## config.mk

```make
export PLATFORM = sky130hd
export DESIGN_NAME = vga_pixel_fetch
export DESIGN_NICKNAME = d
export VERILOG_FILES = /design/src/rtl/vga_pkg.sv /design/src/rtl/vga_delay_line.sv /design/src/rtl/vga_pixel_fetch.sv
export SDC_FILE = /design/constraint.sdc
export NUM_CORES = 1
export LEC_CHECK = 0
export ABC_CLOCK_PERIOD_IN_PS = 1970
export CORE_MARGIN = 3
export CORE_UTILIZATION = 37
export CTS_CLUSTER_SIZE = 20
export DETAILED_ROUTE_END_ITERATION = 10
export PLACE_DENSITY_LB_ADDON = 0.15
export SYNTH_ARGS = -nofsm -noshare
export SYNTH_HDL_FRONTEND = slang
export SYNTH_SLANG_ARGS = --single-unit
```

## constraint.sdc

```tcl
create_clock -name CLK25MHZ -period 1.97 [get_ports CLK25MHZ]
set_input_delay 0.2955 -clock CLK25MHZ [delete_from_list [all_inputs] [get_ports CLK25MHZ]]
set_output_delay 0.2955 -clock CLK25MHZ [all_outputs]
set_load 0.01 [all_outputs]
```

## src/rtl/vga_pkg.sv

```systemverilog
// Shared types and constants for the VGA pixel-fetch path.
package vga_pkg;

  localparam int H_ACTIVE = 640;
  localparam int V_ACTIVE = 480;

  typedef struct packed {
    logic [2:0] r;
    logic [2:0] g;
    logic [1:0] b;
  } rgb332_t;

  typedef struct packed {
    logic [7:0] r;
    logic [7:0] g;
    logic [7:0] b;
  } rgb888_t;

  typedef enum logic {
    WAIT_VS = 1'b0,
    RUN     = 1'b1
  } fetch_state_e;

  // Replicate the high bits so full-scale 332 maps to full-scale 888.
  function automatic rgb888_t rgb332_to_888(input rgb332_t p);
    rgb888_t o;
    o.r = {p.r, p.r, p.r[2:1]};
    o.g = {p.g, p.g, p.g[2:1]};
    o.b = {p.b, p.b, p.b, p.b};
    return o;
  endfunction

endpackage

```

## src/rtl/vga_delay_line.sv

```systemverilog
// Fixed-depth shift register with asynchronous reset to a caller-chosen idle value.
module vga_delay_line #(
  parameter int               WIDTH   = 1,
  parameter int               DEPTH   = 1,
  parameter logic [WIDTH-1:0] RST_VAL = '0
) (
  input  logic             clk,
  input  logic             rst_n,
  input  logic [WIDTH-1:0] din,
  output logic [WIDTH-1:0] dout
);

  logic [WIDTH-1:0] stage_q [DEPTH];
  logic [WIDTH-1:0] stage_d [DEPTH];

  // Next value of every stage: new sample enters stage 0, the rest shift down.
  always_comb begin
    stage_d[0] = din;
    for (int i = 1; i < DEPTH; i++) begin
      stage_d[i] = stage_q[i-1];
    end
  end

  // Stage registers; all stages reset to the idle value.
  always_ff @(posedge clk or negedge rst_n) begin
    if (!rst_n) begin
      for (int i = 0; i < DEPTH; i++) begin
        stage_q[i] <= RST_VAL;
      end
    end else begin
      stage_q <= stage_d;
    end
  end

  assign dout = stage_q[DEPTH-1];

endmodule

```

## src/rtl/vga_pixel_fetch.sv

```systemverilog
// Pixel fetch stage between the VGA timing generator and the DAC pins.
// Reads an RGB332 frame buffer and re-aligns sync/DE with the returned data.
// Optional macro PIXEL_DOUBLE_EN: each source pixel covers 2x2 screen pixels.
module vga_pixel_fetch
  import vga_pkg::*;
#(
  parameter int          IMG_W      = 320,
  parameter int          IMG_H      = 240,
  parameter int          ADDR_W     = 17,
  parameter int          MEM_LAT    = 1,
  parameter logic [23:0] BORDER_RGB = 24'h000040
) (
  input  logic              CLK25MHZ,
  input  logic              RST_N,
  input  logic              hs_in,
  input  logic              vs_in,
  input  logic              de_in,
  input  logic [9:0]        x_in,
  input  logic [9:0]        y_in,
  output logic              mem_rd,
  output logic [ADDR_W-1:0] mem_addr,
  input  logic [7:0]        mem_data,
  output logic              VGA_HS,
  output logic              VGA_VS,
  output logic [7:0]        VGA_R,
  output logic [7:0]        VGA_G,
  output logic [7:0]        VGA_B,
  output logic              frame_start,
  output fetch_state_e      dbg_state
);

  localparam logic [10:0]       W_LIM     = 11'(IMG_W);
  localparam logic [10:0]       H_LIM     = 11'(IMG_H);
  localparam logic [ADDR_W-1:0] LAST_ADDR = ADDR_W'(IMG_W * IMG_H - 1);

  fetch_state_e      state_q, state_d;
  logic              vs_prev_q, frame_start_q, frame_start_d;
  logic              mem_rd_q, mem_rd_d;
  logic              inc_q, inc_d, rewind_q, rewind_d, line_end_q, line_end_d;
  logic [ADDR_W-1:0] mem_addr_q, mem_addr_d, line_base_q, line_base_d, addr_next;
  logic              hs_q, hs_d, vs_q, vs_d;
  rgb888_t           rgb_q, rgb_d;

  logic [9:0]        x_eff, y_eff;
  logic              win, vs_fall, pix_inc, pix_line_end, pix_rewind;
  logic              hs_dl, vs_dl, de_dl, win_dl;

  // Input-side decode: effective coordinates, window test and counter controls.
  always_comb begin
`ifdef PIXEL_DOUBLE_EN
    x_eff        = {1'b0, x_in[9:1]};
    y_eff        = {1'b0, y_in[9:1]};
    pix_inc      = x_in[0];
    pix_line_end = x_in[0] & ({1'b0, x_eff} == W_LIM - 11'd1);
    pix_rewind   = pix_line_end & ~y_in[0];
`else
    x_eff        = x_in;
    y_eff        = y_in;
    pix_inc      = 1'b1;
    pix_line_end = 1'b0;
    pix_rewind   = 1'b0;
`endif
    win     = de_in & ({1'b0, x_eff} < W_LIM) & ({1'b0, y_eff} < H_LIM);
    vs_fall = vs_prev_q & ~vs_in;
  end

  // Sync, DE and window ride alongside the memory read so they meet the data.
  vga_delay_line #(
    .WIDTH  (4),
    .DEPTH  (MEM_LAT + 1),
    .RST_VAL(4'b1100)
  ) u_align (
    .clk  (CLK25MHZ),
    .rst_n(RST_N),
    .din  ({hs_in, vs_in, de_in, win}),
    .dout ({hs_dl, vs_dl, de_dl, win_dl})
  );

  // Next-state logic: FSM, read strobe, address counter with line rewind, output colour.
  always_comb begin
    state_d       = state_q;
    frame_start_d = vs_fall;
    mem_rd_d      = win & (state_q == RUN);
    inc_d         = pix_inc;
    rewind_d      = pix_rewind;
    line_end_d    = pix_line_end;
    mem_addr_d    = mem_addr_q;
    line_base_d   = line_base_q;
    addr_next     = (mem_addr_q == LAST_ADDR) ? mem_addr_q : mem_addr_q + 1'b1;
    hs_d          = hs_dl;
    vs_d          = vs_dl;
    rgb_d         = '0;

    if (state_q == WAIT_VS && vs_fall) begin
      state_d = RUN;
    end

    // A frame restart beats any pending increment or rewind.
    if (vs_fall) begin
      mem_addr_d  = '0;
      line_base_d = '0;
    end else if (mem_rd_q && inc_q) begin
      if (rewind_q) begin
        mem_addr_d = line_base_q;
      end else begin
        mem_addr_d = addr_next;
        if (line_end_q) begin
          line_base_d = addr_next;
        end
      end
    end

    if (state_q == RUN) begin
      if (win_dl) begin
        rgb_d = rgb332_to_888(rgb332_t'(mem_data));
      end else if (de_dl) begin
        rgb_d = rgb888_t'(BORDER_RGB);
      end
    end
  end

  // All state, with idle values on reset (sync high, everything else low).
  always_ff @(posedge CLK25MHZ or negedge RST_N) begin
    if (!RST_N) begin
      state_q       <= WAIT_VS;
      vs_prev_q     <= 1'b1;
      frame_start_q <= 1'b0;
      mem_rd_q      <= 1'b0;
      inc_q         <= 1'b0;
      rewind_q      <= 1'b0;
      line_end_q    <= 1'b0;
      mem_addr_q    <= '0;
      line_base_q   <= '0;
      hs_q          <= 1'b1;
      vs_q          <= 1'b1;
      rgb_q         <= '0;
    end else begin
      state_q       <= state_d;
      vs_prev_q     <= vs_in;
      frame_start_q <= frame_start_d;
      mem_rd_q      <= mem_rd_d;
      inc_q         <= inc_d;
      rewind_q      <= rewind_d;
      line_end_q    <= line_end_d;
      mem_addr_q    <= mem_addr_d;
      line_base_q   <= line_base_d;
      hs_q          <= hs_d;
      vs_q          <= vs_d;
      rgb_q         <= rgb_d;
    end
  end

  assign mem_rd      = mem_rd_q;
  assign mem_addr    = mem_addr_q;
  assign frame_start = frame_start_q;
  assign VGA_HS      = hs_q;
  assign VGA_VS      = vs_q;
  assign VGA_R       = rgb_q.r;
  assign VGA_G       = rgb_q.g;
  assign VGA_B       = rgb_q.b;
  assign dbg_state   = state_q;

endmodule
```

==> results of run 1 <==
==> worst paths after layout <==
kind	startpoint	end	slack [ns]	depth (start not counted)
worst min register to register	u_align.stage_d[1]$_DFF_PN0_	u_align.dout[1]$_DFF_PN0_	0.35	0
worst min-delay path	RST_N	mem_addr[13]$_DFFE_PN0P_	0.05	2
min in group CLK25MHZ	u_align.stage_d[1]$_DFF_PN0_	u_align.dout[1]$_DFF_PN0_	0.35	0
max in group asynchronous	RST_N	u_align.stage_d[2]$_DFF_PN1_	1.55	2
worst max register to register	mem_addr[10]$_DFFE_PN0P_	mem_addr[13]$_DFFE_PN0P_	0.07	5
worst max-delay path	mem_addr[10]$_DFFE_PN0P_	mem_addr[13]$_DFFE_PN0P_	0.07	5
==> Yosys cell counts (3+ instances only) <==
cell | number | area, µm²
sky130_fd_sc_hd__dfstp_2 | 6 | 158
sky130_fd_sc_hd__nand4_1 | 4 | 25.0
sky130_fd_sc_hd__and3_1 | 8 | 50.1
sky130_fd_sc_hd__nor2_1 | 10 | 37.5
sky130_fd_sc_hd__clkbuf_1 | 3 | 11.3
sky130_fd_sc_hd__o21ai_0 | 7 | 35.0
sky130_fd_sc_hd__nand2_1 | 15 | 56.3
sky130_fd_sc_hd__xor2_1 | 6 | 52.6
sky130_fd_sc_hd__buf_4 | 15 | 113
sky130_fd_sc_hd__dfrtp_1 | 34 | 851
sky130_fd_sc_hd__or4_1 | 6 | 45.0
sky130_fd_sc_hd__o211ai_1 | 6 | 45.0
sky130_fd_sc_hd__nand3_1 | 4 | 20.0
==> metal layers <==
metal | routed length (µm) | share of wire | global-route usage
met1 | 1630 | 0.42 | 0.183
met2 | 1970 | 0.50 | 0.244
met3 | 250 | 0.064 | 0.0446
met4 | 70 | 0.018 | 0.0514
met5 | 0 | 0 | 0
==> critical path, cell delays in order, from the launching register on <==
cell	delay [ns]
sky130_fd_sc_hd__dfrtp_1	0.44
sky130_fd_sc_hd__nor4bb_1	0.34
sky130_fd_sc_hd__nand4_1	0.29
sky130_fd_sc_hd__o211ai_1	0.48
sky130_fd_sc_hd__or3_1	0.18
sky130_fd_sc_hd__a21oi_1	0.06
==> state kept, by name, indices dropped and copies added, names as in the netlist <==
signal	cells
VGA_HS	1
VGA_B	3
mem_rd	1
inc_q	1
VGA_G	3
mem_addr	17
VGA_VS	1
VGA_R	3
u_align.stage_d	4
u_align.dout	4
frame_start	1
dbg_state	1
==> power by group <==
part | switching, mW | internal [mW]
Combinational | 0.0453 | 0.0663
Sequential | 0.00682 | 0.841
Clock | 0.269 | 0.249
==> final cells by class <==
cell class | count | share of cell area
Clock buffer | 7 | 0.0304
Sequential cell | 40 | 0.402
Multi-Input combinational cell | 94 | 0.239
Timing Repair Buffer | 78 | 0.299
Clock inverter | 1 | 0.00200
Tap cell | 52 | 0.0259
Inverter | 1 | 0.00150
==> repair_timing <==
item | 4_1_cts | 5_1_grt
buffers inserted | 0 | 1
gates resized for setup | 0 | 4
endpoints found under the setup margin | 0 | 6
==> stage by stage <==
stage	cells	worst slack (ns)	area, µm²	hold WS [ns]
3_5_place_dp	264	0.0667	2410	0.336
3_3_place_gp	264	0.116	2410	0.333
4_1_cts	272	0.0505	2490	0.0763
2_1_floorplan	153	0.0253	1720	-0.0000911
6_report	273	0.0723	2510	0.0540
5_1_grt	273	-0.0386	2510	0.0915
==> logic make-up after synthesis <==
kind of cell / count (synthesis)
AO/OA/AOI/OAI: 18
XOR/XNOR: 8
adder cells (fa/ha/maj): 1
buffers and inverters: 19
flip-flops: 40
multiplexers: 1
other: 1
AND/OR/NAND/NOR: 65
==> impl_metrics.yaml, run 1 <==
outcome:
  status: "finished, final reports clean"
cells_and_area:
  final.fill_count: 363
  finalCoreUtilization: 0.568
  area_growth_syn_to_layout_pct: 45.6
  layout.cells.most_common: "sky130_fd_sc_hd__clkdlybuf4s50_1"
  area_of_the_multi_input_gates_um2: 599
  total_number_of_nets_in_the_final_design: 254
  drive_above_1_share: 0.136
  antennaDiodeCount: 0
  most-common-layout-cells: "67 x sky130_fd_sc_hd__clkdlybuf4s50_1, 34 x sky130_fd_sc_hd__dfrtp_1, 15 x sky130_fd_sc_hd__nand2_1"
  seq_area_mm2: 0.00101
route:
  vias_per_cell: 5.15
  drt_iter0_drc: 59
  drt_wl_total_um: 3920
  detail_route.wl_per_cell_um: 14.4
  ant_nets: 0
  drt_drc_violations_left: 0
  route.vias.total: 1407
  drtPass1Iterations: 4
yosys:
  synthCells: 153
  synth-async-reset-ratio: 1.00
  number_of_flops_mapped_to_enable_cells_by_yosys: 0
  synthXorXnorAreaFrac: 0.0407
  synthesis.area_per_instance_um2: 11.3
  synth_top_family_by_area: "simple AND/OR/NAND/NOR gates"
  synthDistinctLibCells: 35
  synth.area.mux_share: 0.00581
  synthesis.yosys.warnings: 0
  yosys.area_share.adder: 0.00726
  synth.cell_area_mm2: 0.00172
  postSynthRegisterBits: 40
  synth_compound_gate_area_share: 0.0654
  synth-simple-area-share: 0.219
  syn_nets: 187
  ys.flop_type: "sky130_fd_sc_hd__dfrtp_1"
  synth_seq_area_share: 0.585
floorplan:
  core.rowCount: 24
  floorplan.die.width_um: 74.2
  floorplan.io_pins: 79
  floorplan.die_area_mm2: 0.00551
  design.core.area_mm2: 0.00441
  die_height_um: 74.2
  initial_utilization: 0.390
timing:
  report.final.setup_viol: 0
  final_min_period_over_clock_period: 0.963
  unrepaired_setup_endpoints_after_global_routing: "yes"
  clock.fmax_mhz: 527
  tns_ns: 0
  slew_violations: 0
  timing.clock.skew_ns: 0.00604
  report.final.hold_viol_count: 0
  finalWorstPathRequiredPeriod_ns: 1.90
global_route:
  grt_start_max_net_pins: 41
  grtUsageTotal: 0.147
  grt_total_ovfl: 0
  first_global_vias: 1390
  wire_length_of_the_first_global_routing_pass_um: 6290
  antenna_found_initial: 0
placement:
  io_buffers: 68
  dp.final_hpwl_um: 2840
  gp_congestion: 0.795
hold_path:
  worst_hold_class: "primary input to async pin"
clock_network:
  cts_tree: "yes"
  clkTransAtPathRegs_ns: 0.08
  postCtsHoldBufs: 0
  clock_insertion_delay_worst_skew_ns: 0.29
  clk_path_buf_depth: 2
  htree_levels: 2
  cts_inserted_buffers: 5
  cts_num_sinks: 40
  cts.root.buffer_cell: "sky130_fd_sc_hd__clkbuf_8"
flow_run:
  drv.max_cap_violation_count: 0
power_and_ir_drop:
  total_power_mw: 1.48
  cellPowerDensity_mw_per_mm2: 589
  p_leak_nw: 1.07
  max-vdd-ir-drop_mv: 0.332
worst_setup_path:
  timing.critical_path.arrival_ns: 2.07
  critPathLaunchType: "register"
  timing.critical_path.to_type: "register"
  crit_path_max_fanout: 7
  cp_data_required_time_ns: 2.14
  criticalPathCategory: "register to register"
(Power assumes the default switching activity.)
==> run 2: changes to the inputs <==
PLACE_DENSITY_LB_ADDON = 0.05   (was 0.15)
==> impl_metrics.yaml, run 2 (synthesis results as in run 1) <==
timing:
  hold-worst-slack_ns: 0.0527
  slew_violations: 0
  timing.clock.skew_ns: 0.00839
  tns_ns: 0
  final_min_period_over_clock_period: 0.954
  finalWorstPathRequiredPeriod_ns: 1.88
  report.final.setup_viol: 0
  report.final.hold_viol_count: 0
  clock.fmax_mhz: 532
route:
  drt_drc_violations_left: 0
  ant_nets: 0
  vias_per_cell: 5.04
  drtPass1Iterations: 4
  route.vias.total: 1387
  drt_iter0_drc: 60
  detail_route.wl_per_cell_um: 13.8
  drt_wl_total_um: 3790
flow_run:
  drv.max_cap_violation_count: 0
worst_setup_path:
  max_stage_delay_ns: 0.49
  cpMaxStageDelayCell: "sky130_fd_sc_hd__or4_4"
  path_buf_inv: 0
  worst_r2r_startpoint: "mem_addr[0]$_DFFE_PN0P_"
  critPathLaunchType: "register"
  crit_path_max_fanout: 7
  criticalPathCategory: "register to register"
  timing.critical_path.to_type: "register"
  reg2reg_slack_ns: 0.09
  ordered_list_of_cells_on_the_worst_path: "ha_2, and4_4, nand2b_4, or3_4, or4_4, o21ai_2"
  cp_data_required_time_ns: 2.19
  timing.critical_path.max_delay_family: "simple AND/OR/NAND/NOR gates"
  critPathLaunch: "mem_addr[0]$_DFFE_PN0P_"
  timing.critical_path.arrival_ns: 2.10
clock_network:
  clock_insertion_delay_worst_skew_ns: 0.29
  clk_path_buf_depth: 2
  clkTransAtPathRegs_ns: 0.07
  cts_num_sinks: 40
  postCtsHoldBufs: 0
  cts_tree: "yes"
  cts.root.buffer_cell: "sky130_fd_sc_hd__clkbuf_8"
  htree_levels: 2
  cts_inserted_buffers: 5
cells_and_area:
  area_growth_syn_to_layout_pct: 47.4
  final.fill_count: 383
  final_cell_count_no_fill: 275
  layout.cells.most_common: "sky130_fd_sc_hd__clkdlybuf4s50_1"
  drive_above_1_share: 0.148
  area_of_the_multi_input_gates_um2: 597
  seq_area_mm2: 0.00101
  total_number_of_nets_in_the_final_design: 256
  most-common-layout-cells: "67 x sky130_fd_sc_hd__clkdlybuf4s50_1, 34 x sky130_fd_sc_hd__dfrtp_1, 15 x sky130_fd_sc_hd__nand2_1"
  max_reg_flops: 17
  antennaDiodeCount: 0
global_route:
  wire_length_of_the_first_global_routing_pass_um: 6270
  grt_start_max_net_pins: 41
  grt_total_ovfl: 0
  grtUsageTotal: 0.148
  first_global_vias: 1335
  antenna_found_initial: 0
placement:
  gp_congestion: 0.791
  dp_cells: 264
  io_buffers: 68
  dp.final_hpwl_um: 2800
power_and_ir_drop:
  net_switching_power_figure_mw: 0.317
  max-vdd-ir-drop_mv: 0.332
  cellInternalPower_mw: 1.23
  power.switching_fraction: 0.205
  p_comb_frac: 0.074
  p_leak_nw: 1.09
  power.share.sequential: 0.549
  clock_power_share: 0.377
  cellPowerDensity_mw_per_mm2: 609
floorplan:
  initial_utilization: 0.390
  floorplan.io_pins: 79
  floorplan.die_area_mm2: 0.00551
  die_height_um: 74.2
  core.rowCount: 24
  floorplan.die.width_um: 74.2
  design.core.area_mm2: 0.00441
hold_path:
  worst_hold_class: "primary input to async pin"
outcome:
  status: "finished, final reports clean"
run 2: layout make-up:
type	instances	share of cell area
clock buffer	8	0.0394
inverter	1	0.00148
multi-input combinational	94	0.235
sequential	40	0.397
tap	52	0.0256
timing repair buffer	80	0.301
run 2: per-stage QoR:
step           setup slack (ns)  total power [mW]  area (µm²)   util
2_1_floorplan            0.0253             0.889        1720      -
3_3_place_gp             0.0832             0.975        2410  0.545
3_5_place_dp             0.0109             0.979        2410  0.545
4_1_cts                 0.00618              1.57        2520  0.570
5_1_grt                -0.00354              1.63        2540  0.575
6_report                 0.0910              1.55        2540  0.575
run 2: timing repair:
action,in CTS,in global routing
pin swaps,0,2
gates resized for setup,1,3
endpoints found under the hold margin,0,0
endpoints found under the setup margin,1,4
setup buffers,1,2
run 2: worst paths after layout:
path                                                  end  cells after the start
worst min-delay path             mem_addr[16]$_DFFE_PN0P_                      2
worst max register to register   mem_addr[16]$_DFFE_PN0P_                      6
worst max-delay path             mem_addr[16]$_DFFE_PN0P_                      6
max in group asynchronous                VGA_HS$_DFF_PN1_                      2
min in group CLK25MHZ           u_align.dout[0]$_DFF_PN0_                      0
worst min register to register  u_align.dout[0]$_DFF_PN0_                      0
run 2: power groups by stage:
stage               logic [mW]  registers, mW  clock network [mW]
floorplan               0.0217          0.868                   0
global placement         0.112          0.863                   0
detailed placement       0.115          0.864                   0
CTS                      0.117          0.849               0.606
global route             0.126          0.850               0.653
finish                   0.114          0.848               0.583
run 2: per-layer routing:
layer | GRT usage | share of wire | vias up
met5 | 0 | 0 | -
met1 | 0.199 | 0.43 | 674
met2 | 0.232 | 0.50 | 46
li1 | - | - | 660
met3 | 0.0473 | 0.065 | 7
met4 | 0.0415 | 0.010 | 0
run 2: worst register-to-register path: stages, from the launching register on:
cell and delay (ns):
sky130_fd_sc_hd__dfrtp_1 0.36, sky130_fd_sc_hd__ha_2 0.20, sky130_fd_sc_hd__and4_4 0.25, sky130_fd_sc_hd__nand2b_4 0.08, sky130_fd_sc_hd__or3_4 0.37, sky130_fd_sc_hd__or4_4 0.49, sky130_fd_sc_hd__o21ai_2 0.07
